===== src/rtl/crypto_src_mux_if.sv =====
// Valid/ready bundle between the crypto operand producers, the source mux and the round/function units.
// The mux takes the slave modport; the producers/consumer side takes master.
interface crypto_src_mux_if #(
  parameter int WIDTH   = 128,
  parameter int NUM_SRC = 4
);
  localparam int SEL_W = $clog2(NUM_SRC);

  logic                     mode;
  logic [SEL_W-1:0]         select;
  logic [NUM_SRC*WIDTH-1:0] src_data;
  logic [NUM_SRC-1:0]       src_valid;
  logic [NUM_SRC-1:0]       src_ready;
  logic [WIDTH-1:0]         out_data;
  logic [SEL_W-1:0]         out_src;
  logic                     out_valid;
  logic                     out_ready;

  modport master (
    output mode, select, src_data, src_valid, out_ready,
    input  src_ready, out_data, out_src, out_valid
  );

  modport slave (
    input  mode, select, src_data, src_valid, out_ready,
    output src_ready, out_data, out_src, out_valid
  );
endinterface


===== src/rtl/crypto_src_mux.sv =====
// Registered N-way operand source selector with fixed-select and round-robin arbitration.
// One output register with full backpressure.
module crypto_src_mux #(
  parameter int WIDTH   = 128,
  parameter int NUM_SRC = 4
) (
  input  logic            clk,
  input  logic            rst,
  crypto_src_mux_if.slave bus
);
  localparam int SEL_W = $clog2(NUM_SRC);
  localparam logic [SEL_W-1:0] LAST_SRC = SEL_W'(NUM_SRC - 1);

  logic [SEL_W-1:0]   rr_ptr;
  logic [SEL_W-1:0]   rr_idx;
  logic [SEL_W-1:0]   rr_cand;
  logic               rr_hit;
  logic               sel_ok;
  logic [NUM_SRC-1:0] grant;
  logic [SEL_W-1:0]   grant_idx;
  logic               grant_valid;
  logic               out_free;
  logic               load;
  logic [WIDTH-1:0]   grant_word;

  logic [WIDTH-1:0]   data_p1;
  logic [SEL_W-1:0]   src_p1;
  logic               vld_p1;

  // Round-robin search begins one past the last granted source and wraps.
  always_comb begin
    rr_hit  = 1'b0;
    rr_idx  = rr_ptr;
    rr_cand = rr_ptr;
    for (int i = 1; i <= NUM_SRC; i++) begin
      rr_cand = SEL_W'((int'(rr_ptr) + i) % NUM_SRC);
      if (!rr_hit && bus.src_valid[rr_cand]) begin
        rr_hit = 1'b1;
        rr_idx = rr_cand;
      end
    end
  end

  // Fixed mode grants the selected source even when it is idle, so ready never depends on valid.
  always_comb begin
    sel_ok      = int'(bus.select) < NUM_SRC;
    grant       = '0;
    grant_idx   = bus.select;
    grant_valid = 1'b0;
    if (!bus.mode) begin
      if (sel_ok) begin
        grant[bus.select] = 1'b1;
        grant_valid       = bus.src_valid[bus.select];
      end
    end else begin
      grant_idx = rr_idx;
      if (rr_hit) begin
        grant[rr_idx] = 1'b1;
        grant_valid   = 1'b1;
      end
    end
  end

  assign out_free      = !vld_p1 || bus.out_ready;
  assign load          = out_free && grant_valid && !rst;
  assign grant_word    = bus.src_data[int'(grant_idx)*WIDTH +: WIDTH];
  assign bus.src_ready = (out_free && !rst) ? grant : '0;

  // p1: output register and arbitration pointer
  always_ff @(posedge clk) begin
    if (rst) begin
      vld_p1  <= 1'b0;
      data_p1 <= '0;
      src_p1  <= '0;
      rr_ptr  <= LAST_SRC;
    end else if (load) begin
      vld_p1  <= 1'b1;
      data_p1 <= grant_word;
      src_p1  <= grant_idx;
      rr_ptr  <= grant_idx;
    end else if (bus.out_ready) begin
      vld_p1  <= 1'b0;
    end
  end

  assign bus.out_data  = data_p1;
  assign bus.out_src   = src_p1;
  assign bus.out_valid = vld_p1;
endmodule


===== src/flat_wrapper.sv =====
// flat-port wrapper written by rule: the top's interface ports become plain ports
module crypto_src_mux_flat 
#(
  parameter int WIDTH   = 128,
  parameter int NUM_SRC = 4
)
  (clk, rst, bus_mode, bus_select, bus_src_data, bus_src_valid, bus_out_ready, bus_src_ready, bus_out_data, bus_out_src, bus_out_valid);
  crypto_src_mux_if #(.WIDTH(WIDTH), .NUM_SRC(NUM_SRC)) bus_i ();
  input  logic clk;
  input  logic rst;
  input wire logic [$bits(bus_i.mode)-1:0] bus_mode;
  input wire logic [$bits(bus_i.select)-1:0] bus_select;
  input wire logic [$bits(bus_i.src_data)-1:0] bus_src_data;
  input wire logic [$bits(bus_i.src_valid)-1:0] bus_src_valid;
  input wire logic [$bits(bus_i.out_ready)-1:0] bus_out_ready;
  output wire logic [$bits(bus_i.src_ready)-1:0] bus_src_ready;
  output wire logic [$bits(bus_i.out_data)-1:0] bus_out_data;
  output wire logic [$bits(bus_i.out_src)-1:0] bus_out_src;
  output wire logic [$bits(bus_i.out_valid)-1:0] bus_out_valid;
  assign bus_i.mode = bus_mode;
  assign bus_i.select = bus_select;
  assign bus_i.src_data = bus_src_data;
  assign bus_i.src_valid = bus_src_valid;
  assign bus_i.out_ready = bus_out_ready;
  assign bus_src_ready = bus_i.src_ready;
  assign bus_out_data = bus_i.out_data;
  assign bus_out_src = bus_i.out_src;
  assign bus_out_valid = bus_i.out_valid;
  crypto_src_mux #(.WIDTH(WIDTH), .NUM_SRC(NUM_SRC)) u_core (.clk(clk), .rst(rst), .bus(bus_i));
endmodule

===== config.mk =====
export PLATFORM = sky130hd
export DESIGN_NAME = crypto_src_mux_flat
export DESIGN_NICKNAME = d
export VERILOG_FILES = /design/src/rtl/crypto_src_mux_if.sv /design/src/rtl/crypto_src_mux.sv /design/src/flat_wrapper.sv
export SDC_FILE = /design/constraint.sdc
export NUM_CORES = 1
export LEC_CHECK = 0
export ABC_AREA = 1
export CORE_AREA = 2 2 254 256
export DETAILED_ROUTE_END_ITERATION = 10
export DIE_AREA = 0 0 256 258
export DONT_BUFFER_PORTS = 1
export GPL_ROUTABILITY_DRIVEN = 0
export SYNTH_ARGS = -nofsm -noshare
export SYNTH_HDL_FRONTEND = slang
export SYNTH_SLANG_ARGS = --single-unit

===== constraint.sdc =====
create_clock -name clk -period 2.8 [get_ports clk]
set_input_delay 0.84 -clock clk [delete_from_list [all_inputs] [get_ports clk]]
set_output_delay 0.84 -clock clk [all_outputs]
set_load 0.005 [all_outputs]

Word level (Yosys, flattened, before mapping)
Index checks and enable logic that the tools add are counted.
Operators by class
  add/sub/neg operators: 4
  order comparisons: 8
  shift operators: 1
  mux-type cells: 30
  reduce and logical (&&, ||, !) cells: 15
Operators with widths (count)
  variable part select 512 x 10 -> 128 bit: 1
  < comparator 2 x 3 -> 1 bit (second input constant): 6
  two-way mux 1 bit: 15
  two-way mux 4 bit: 3
  binary-select mux 1 bit (select 2 bit): 5
  two-way mux 2 bit: 5
  logical AND 1 bit: 8
  logical NOT 1 bit: 5
  adder 2 x 1 -> 2 bit (second input constant): 2
  adder 2 bit (second input constant): 2
  demux 1 bit (select 2 bit): 2
  >= comparator 2 x 1 -> 1 bit (second input constant): 2
  nonzero test 2 bit: 1
  logical OR 1 bit: 1
Word-level totals
  register bits: 133
  input port bits: 522
  output and inout bits: 135
  logic and storage cells: 62

Depth between registers and ports, before layout
Gate-level depths: netlist (run 1).
  word-level depth: 20
  gate-level depth with buffers: 19

Worst setup path before layout (run 1)
No wires, ideal clock.
  path kind: input to output
  from: input bus_src_valid[2]
  to: output bus_src_ready[2]
  arrival: 2.084 ns
  path slack: -0.124 ns
  stages on the path: 13
  path buffers: 2
  path through: nand2_1 nand2_1 nand2_1 nand2_2 inv_2 nand2_1 nand2_1 nand3_2 buf_4 buf_2 nor2_1 nand3_1 a21oi_1
Between the ends
  word-level cells in the longest chain between the ends: 19
  elaborated cells on any way between the ends: 30
  those cells by class: order compare (2); mux (21); reduce/logical (7)
Ends and longest elaborated chain
  start, declared: RTL line flat_wrapper.sv:14  | input wire logic [$bits(bus_i.src_valid)-1:0] bus_src_valid;
  binary-select mux 1 bit (select 2 bit): RTL line crypto_src_mux.sv:37  | if (!rr_hit && bus.src_valid[rr_cand]) begin
  two-way mux 1 bit (implied by the code): RTL line crypto_src_mux.sv:37
  two-way mux 1 bit: RTL line crypto_src_mux.sv:37
  logical NOT 1 bit: RTL line crypto_src_mux.sv:37
  logical AND 1 bit: RTL line crypto_src_mux.sv:37
  two-way mux 1 bit: RTL line crypto_src_mux.sv:37
  logical NOT 1 bit: RTL line crypto_src_mux.sv:37
  logical AND 1 bit: RTL line crypto_src_mux.sv:37
  (+3 left out)
  two-way mux 2 bit: RTL line crypto_src_mux.sv:37
  < comparator 2 x 3 -> 1 bit (implied by the code) / >= comparator 2 x 1 -> 1 bit (equally long branches): RTL line crypto_src_mux.sv:58  | grant[rr_idx] = 1'b1;
  logical AND 1 bit (implied by the code): RTL line crypto_src_mux.sv:58
  two-way mux 1 bit (implied by the code): RTL line crypto_src_mux.sv:58
  demux 1 bit (select 2 bit)
  two-way mux 4 bit *: RTL line crypto_src_mux.sv:57  | if (rr_hit) begin
  two-way mux 4 bit *: RTL line crypto_src_mux.sv:50  | if (!bus.mode) begin
  two-way mux 4 bit *: RTL line crypto_src_mux.sv:67  | assign bus.src_ready = (out_free && !rst) ? grant : '0;
  end, declared: RTL line flat_wrapper.sv:16  | output wire logic [$bits(bus_i.src_ready)-1:0] bus_src_ready;
Mark *: on every way between the ends. The rest lies on a longest branch, timed or not. The select of a mux whose other input is x is not followed.

Final worst setup path (run 1)
  from: register u_core.rr_ptr[0]
  to: output bus_src_ready[3]
Between the ends
  word-level cells in the longest chain between the ends: 20
  elaborated cells on any way between the ends: 34
  those cells by class: add/sub (4); order compare (2); mux (21); reduce/logical (7)
Ends and longest elaborated chain
  start, declared: RTL line crypto_src_mux.sv:14  | logic [SEL_W-1:0] rr_ptr;
  start signal, assigned: RTL line crypto_src_mux.sv:80  | rr_ptr <= grant_idx;
  adder 2 x 1 -> 2 bit: RTL line crypto_src_mux.sv:36  | rr_cand = SEL_W'((int'(rr_ptr) + i) % NUM_SRC);
  binary-select mux 1 bit (select 2 bit): RTL line crypto_src_mux.sv:37
  two-way mux 1 bit (implied by the code): RTL line crypto_src_mux.sv:37
  two-way mux 1 bit: RTL line crypto_src_mux.sv:37
  logical NOT 1 bit: RTL line crypto_src_mux.sv:37
  logical AND 1 bit: RTL line crypto_src_mux.sv:37
  two-way mux 1 bit: RTL line crypto_src_mux.sv:37
  logical NOT 1 bit: RTL line crypto_src_mux.sv:37
  (+4 left out)
  two-way mux 2 bit: RTL line crypto_src_mux.sv:37
  < comparator 2 x 3 -> 1 bit (implied by the code) / >= comparator 2 x 1 -> 1 bit (equally long branches): RTL line crypto_src_mux.sv:58
  logical AND 1 bit (implied by the code): RTL line crypto_src_mux.sv:58
  two-way mux 1 bit (implied by the code): RTL line crypto_src_mux.sv:58
  demux 1 bit (select 2 bit)
  two-way mux 4 bit *: RTL line crypto_src_mux.sv:57
  two-way mux 4 bit *: RTL line crypto_src_mux.sv:50
  two-way mux 4 bit *: RTL line crypto_src_mux.sv:67
Marks and branches as above.

==> summary.md, run 1 <==
| Metric | Value |
|---|---|
| Final critical delay including setup and external delays | 2.88 ns |
| Leading area contributor after synthesis | dfxtp_1 |
| Compound-gate portion of the synthesized area | 6.32% |
| Fin util | 21.6% |
| Chain of cells forming the critical path | buf_8 > nand2_4 > nand2_4 > nand2_4 > nand2_4 > nand2_4 > nand2_2 > nand2_2 > nand3_4 > buf_12 > nand2_8 > nor3_4 |
| Buf+Inv Stages, Crit Path | 2 |
| Post-CTS Hold Fix Bufs | 0 |
| Async set-reset flop share out of synthesis | 0% |
| Wire per inst | 17.2 µm |
| Yosys warning count | 0 |
| Reg-to-reg endpoint | u_core.bus.out_data[123]$_SDFFE_PP0P_ |
| DRC violations left | 0 |
| Largest delay share family, worst path | simple AND/OR/NAND/NOR gates |
| Number of nets in the synthesized netlist | 2,714 |
| Final hold violation count | 0 |
| Yosys reg bits | around 130 |
| Global-route total usage across every layer | between 10% and 20% |
| Required time at the worst-slack endpoint | roughly 2.0 ns |
| Number of buffer cells added on primary ports | 0 |
| TNS Setup | -0.186 ns |
| Part of the total power dissipated in the clock network | 21.8% |
| Depth of the critical timing path with buffers and inverters included | 12 |
| Rows | 93 |
| Crit Path Class | flop to primary output |
| Avg Cell Area, Syn | approximately 5.3 µm² |
| Count of fill cells added during filler insertion | between 7,000 and 8,000 |
| Ports placed on the boundary | 657 |
| Antenna violations before repair | 13 |
| Synth-to-layout area growth | 18.5% |
| Switching share of total power | 46.3% |
| Critical R2R Launch | u_core.rr_ptr[0]$_SDFFE_PP1P_ |
| Failing checks | negative setup slack |
| Maximum vdd drop | ~0.45 mV |
| Detail Placement HPWL | 40,100 µm |
| Critical path launch point type | flop |
| Top cell by count, worst path | nand2_4 |
| Peak clock frequency supported by timing | 347 MHz |
| Xor-xnor portion of the synthesized cell area | 0% |
| Post-synthesis cell type count | 22 |
| Status | finished with violations |
| Count of H-tree levels built during CTS | 4 |
| Library cell with the highest instance count after synthesis | nand2_1 |
| Max Root-Sink Buffers | 2 |
| Share of cells above drive strength 1 | 8.30% |
| Clk slew on worst S/H paths | approximately 0.060 ns |
| Post-synth design cell area | 11,600 µm² |
| Congestion Overflow GR | 0 |
| Number of violations of the max-capacitance limit | 0 |
| Fraction of synthesized area in multiplexers | 0% |
| Number of iterations in the first detailed-routing pass | 6 |
| Number of setup violations in the final report | 4 |
| Sequential share of the synthesized area | about 23% |
| Routed wire length | 52,000 µm |
| Die W | 256 µm |
| Starting utilization of the core area | 18.2% |
| Die height | 258 µm |
| Area share of the largest cell type after synthesis | 23.0% |
| Via count of the first global-routing pass | 12,118 |
| Largest cells by area after synthesis | dfxtp_1 (23%), nand3_1 (22%), nand2_1 (22%) |
| Highest fanout seen on the critical path | 5 |
| Final max-slew violation count | 0 |
| Post-layout instance count excluding filler cells | 3,024 |
| Maximum number of pins on one net before global-route repair | 135 |
| Primary FF master, synth | dfxtp_1 |
| Total power consumption of the routed design | ~11,000 µW |
| Post-layout nets | between 2,000 and 3,000 |
| Count of flip-flops with a built-in enable after synthesis | 0 |
| Slew at the pin closest to its max-slew limit | 0.637 ns |
| Kind of end point of the critical path | primary output |
| Timing endpoint of the critical path | bus_src_ready[3] |
| First-pass GRT wire length | roughly 76,000 µm |
| Final period utilization | 103% |
| Unrepaired setup endpoints after global routing | true |
| Cell types with the highest counts after synthesis | nand2_1 (686), inv_1 (523), nand3_1 (521) |
| Die area | between 60,000 and 70,000 µm² |
| Layout Skew | 0.0134 ns |
| Data arrival time of the worst path | 2.04 ns |
| Count of nets left with antenna violations after detail routing | 0 |
| Total instance count after detailed placement | 2,964 |
| Combinational fraction of design power | 50.4% |
| R2R depth | 17 |
| CTS tree | built |
| Library cell contributing the largest single delay on the critical path | dfxtp_4 |
| Part of the power in registers | 27.8% |
| Worst setup slack for register-to-register paths | 0.14 ns |
| Worst slew slack as a fraction of its limit | 57.6% |
| Cell Pwr Density | 808 nW/µm² |
| Power Internal | 5960 µW |
| Largest family of logic cells by synthesized area | simple AND/OR/NAND/NOR gates |
| Clock net sink count | approximately 130 |
| Biggest cell delay along the critical path | 0.39 ns |
| Critical path startpoint | u_core.rr_ptr[0]$_SDFFE_PP1P_ |
| Sw power | around 5100 µW |
| Static leakage | 0.00800 µW |
| Total number of vias | roughly 13,000 |
| Iteration-0 DRC Markers | 909 |
| Post-Synth Simple-Gate Area | about 46% |
| Core area | 63,600 µm² |
| PnR worst setup slack | -0.0810 ns |
| Class of the worst hold path | flop to flop |
| Area share of fa/ha/maj cells after synthesis | 0% |
| Number of standard cells after synthesis | 2,192 |
| Detail-routed via count per cell | around 4.4 |
| Worst hold slack | 0.505 ns |
| Clk_lat worst skew | between 0.4 and 0.5 ns |
| Clk root buf | clkbuf_16 |
| TritonCTS buffer count | 17 |
[how the worst min path moves through the flow]
stage | start | end | slack [ns] | cells past startpoint
global route | rst | u_core.bus.out_valid$_SDFFE_PP0P_ | 0.50 | 1
finish | u_core.bus.out_src[1]$_SDFFE_PP0P_ | u_core.bus.out_src[1]$_SDFFE_PP0P_ | 0.50 | 2
detailed placement | u_core.bus.out_src[1]$_SDFFE_PP0P_ | u_core.bus.out_src[1]$_SDFFE_PP0P_ | 0.50 | 2
floorplan | u_core.bus.out_src[1]$_SDFFE_PP0P_ | u_core.bus.out_src[1]$_SDFFE_PP0P_ | 0.46 | 2
CTS | rst | u_core.bus.out_valid$_SDFFE_PP0P_ | 0.47 | 1
global placement | u_core.bus.out_src[1]$_SDFFE_PP0P_ | u_core.bus.out_src[1]$_SDFFE_PP0P_ | 0.49 | 2
[registers in the layout, summed over array words and instances, names as in the netlist]
name                  count
u_core.bus.out_data     128
u_core.bus.out_src        2
u_core.rr_ptr             2
u_core.bus.out_valid      1
[cell type report]
cell class / instances / area (µm²) / area share (%)
diodes: 12 / 30.0 / 0.219
flip-flops and latches: 133 / 2670 / 19.4
well taps: 855 / 1070 / 7.79
clock inverters: 12 / 153 / 1.11
clock buffers: 20 / 457 / 3.32
inverters: 529 / 2010 / 14.6
repair buffers: 91 / 1040 / 7.54
multi-input cells: 1372 / 6320 / 46.0
[routing by layer]
metal,track usage [%],up-vias,share of wire [%]
met5,0,-,0
met4,9.21,0,4.8
met3,4.70,111,9.0
met2,24.4,736,46
met1,17.6,5932,40
li1,-,6525,-
[tightest hold or removal path, cell delays in order (launching register included)]
cell	delay [ns]
dfxtp_1	0.33
nand2_1	0.07
a21oi_1	0.06
[through the flow]
stage                     instance area [µm²]  setup WS, ns
after floorplan                         11600       -0.0188
after global placement                  12700      -0.00123
after detailed placement                12700        -0.104
after CTS                               13600       -0.0650
after global routing                    13700        -0.175
final                                   13700       -0.0810
[kinds of logic (layout without fill, tap and decap cells)]
| group | Yosys count | after routing |
|---|---|---|
| and+or+nand+nor | 1226 | 1226 |
| buffers and inverters | 687 | 652 |
| AOI/OAI and AO/OA | 146 | 146 |
| other | 0 | 12 |
| DFF | 133 | 133 |
[power groups by stage]
stage	logic (µW)	clock network [µW]	registers, µW
2_1_floorplan	3790	0	2800
3_3_place_gp	5140	0	3130
3_5_place_dp	5170	0	3120
4_1_cts	5460	2540	3100
5_1_grt	6270	2590	3140
6_report	5600	2420	3080
[timing repair]
action                     CTS  global route
gates resized for setup     56            16
cloned                       1             0
buffers inserted             9             6
setup endpoints to repair    4             4
pin swaps                   25            23
[layout by cell type, fill, tap and decap left out, types with 4 or more instances in the layout]
| cell | instances |
|---|---|
| buf_4 | 61 |
| clkbuf_16 | 17 |
| inv_1 | 521 |
| o21ai_0 | 91 |
| clkinv_2 | 4 |
| o21ai_1 | 42 |
| a21oi_1 | 8 |
| nor2_1 | 5 |
| nand2_4 | 19 |
| buf_12 | 27 |
| nand2_2 | 10 |
| nand2_1 | 661 |
| dfxtp_1 | 131 |
| nand3_2 | 4 |
| inv_4 | 4 |
| nand3_1 | 516 |
| diode_2 | 12 |
(Power assumes the default switching activity.)
==> run 2: changes to the inputs <==
- SLEW_MARGIN: unset -> 5
==> results of run 2 <==
No change in the layout: final DEF, timing and power equal those of run 1.
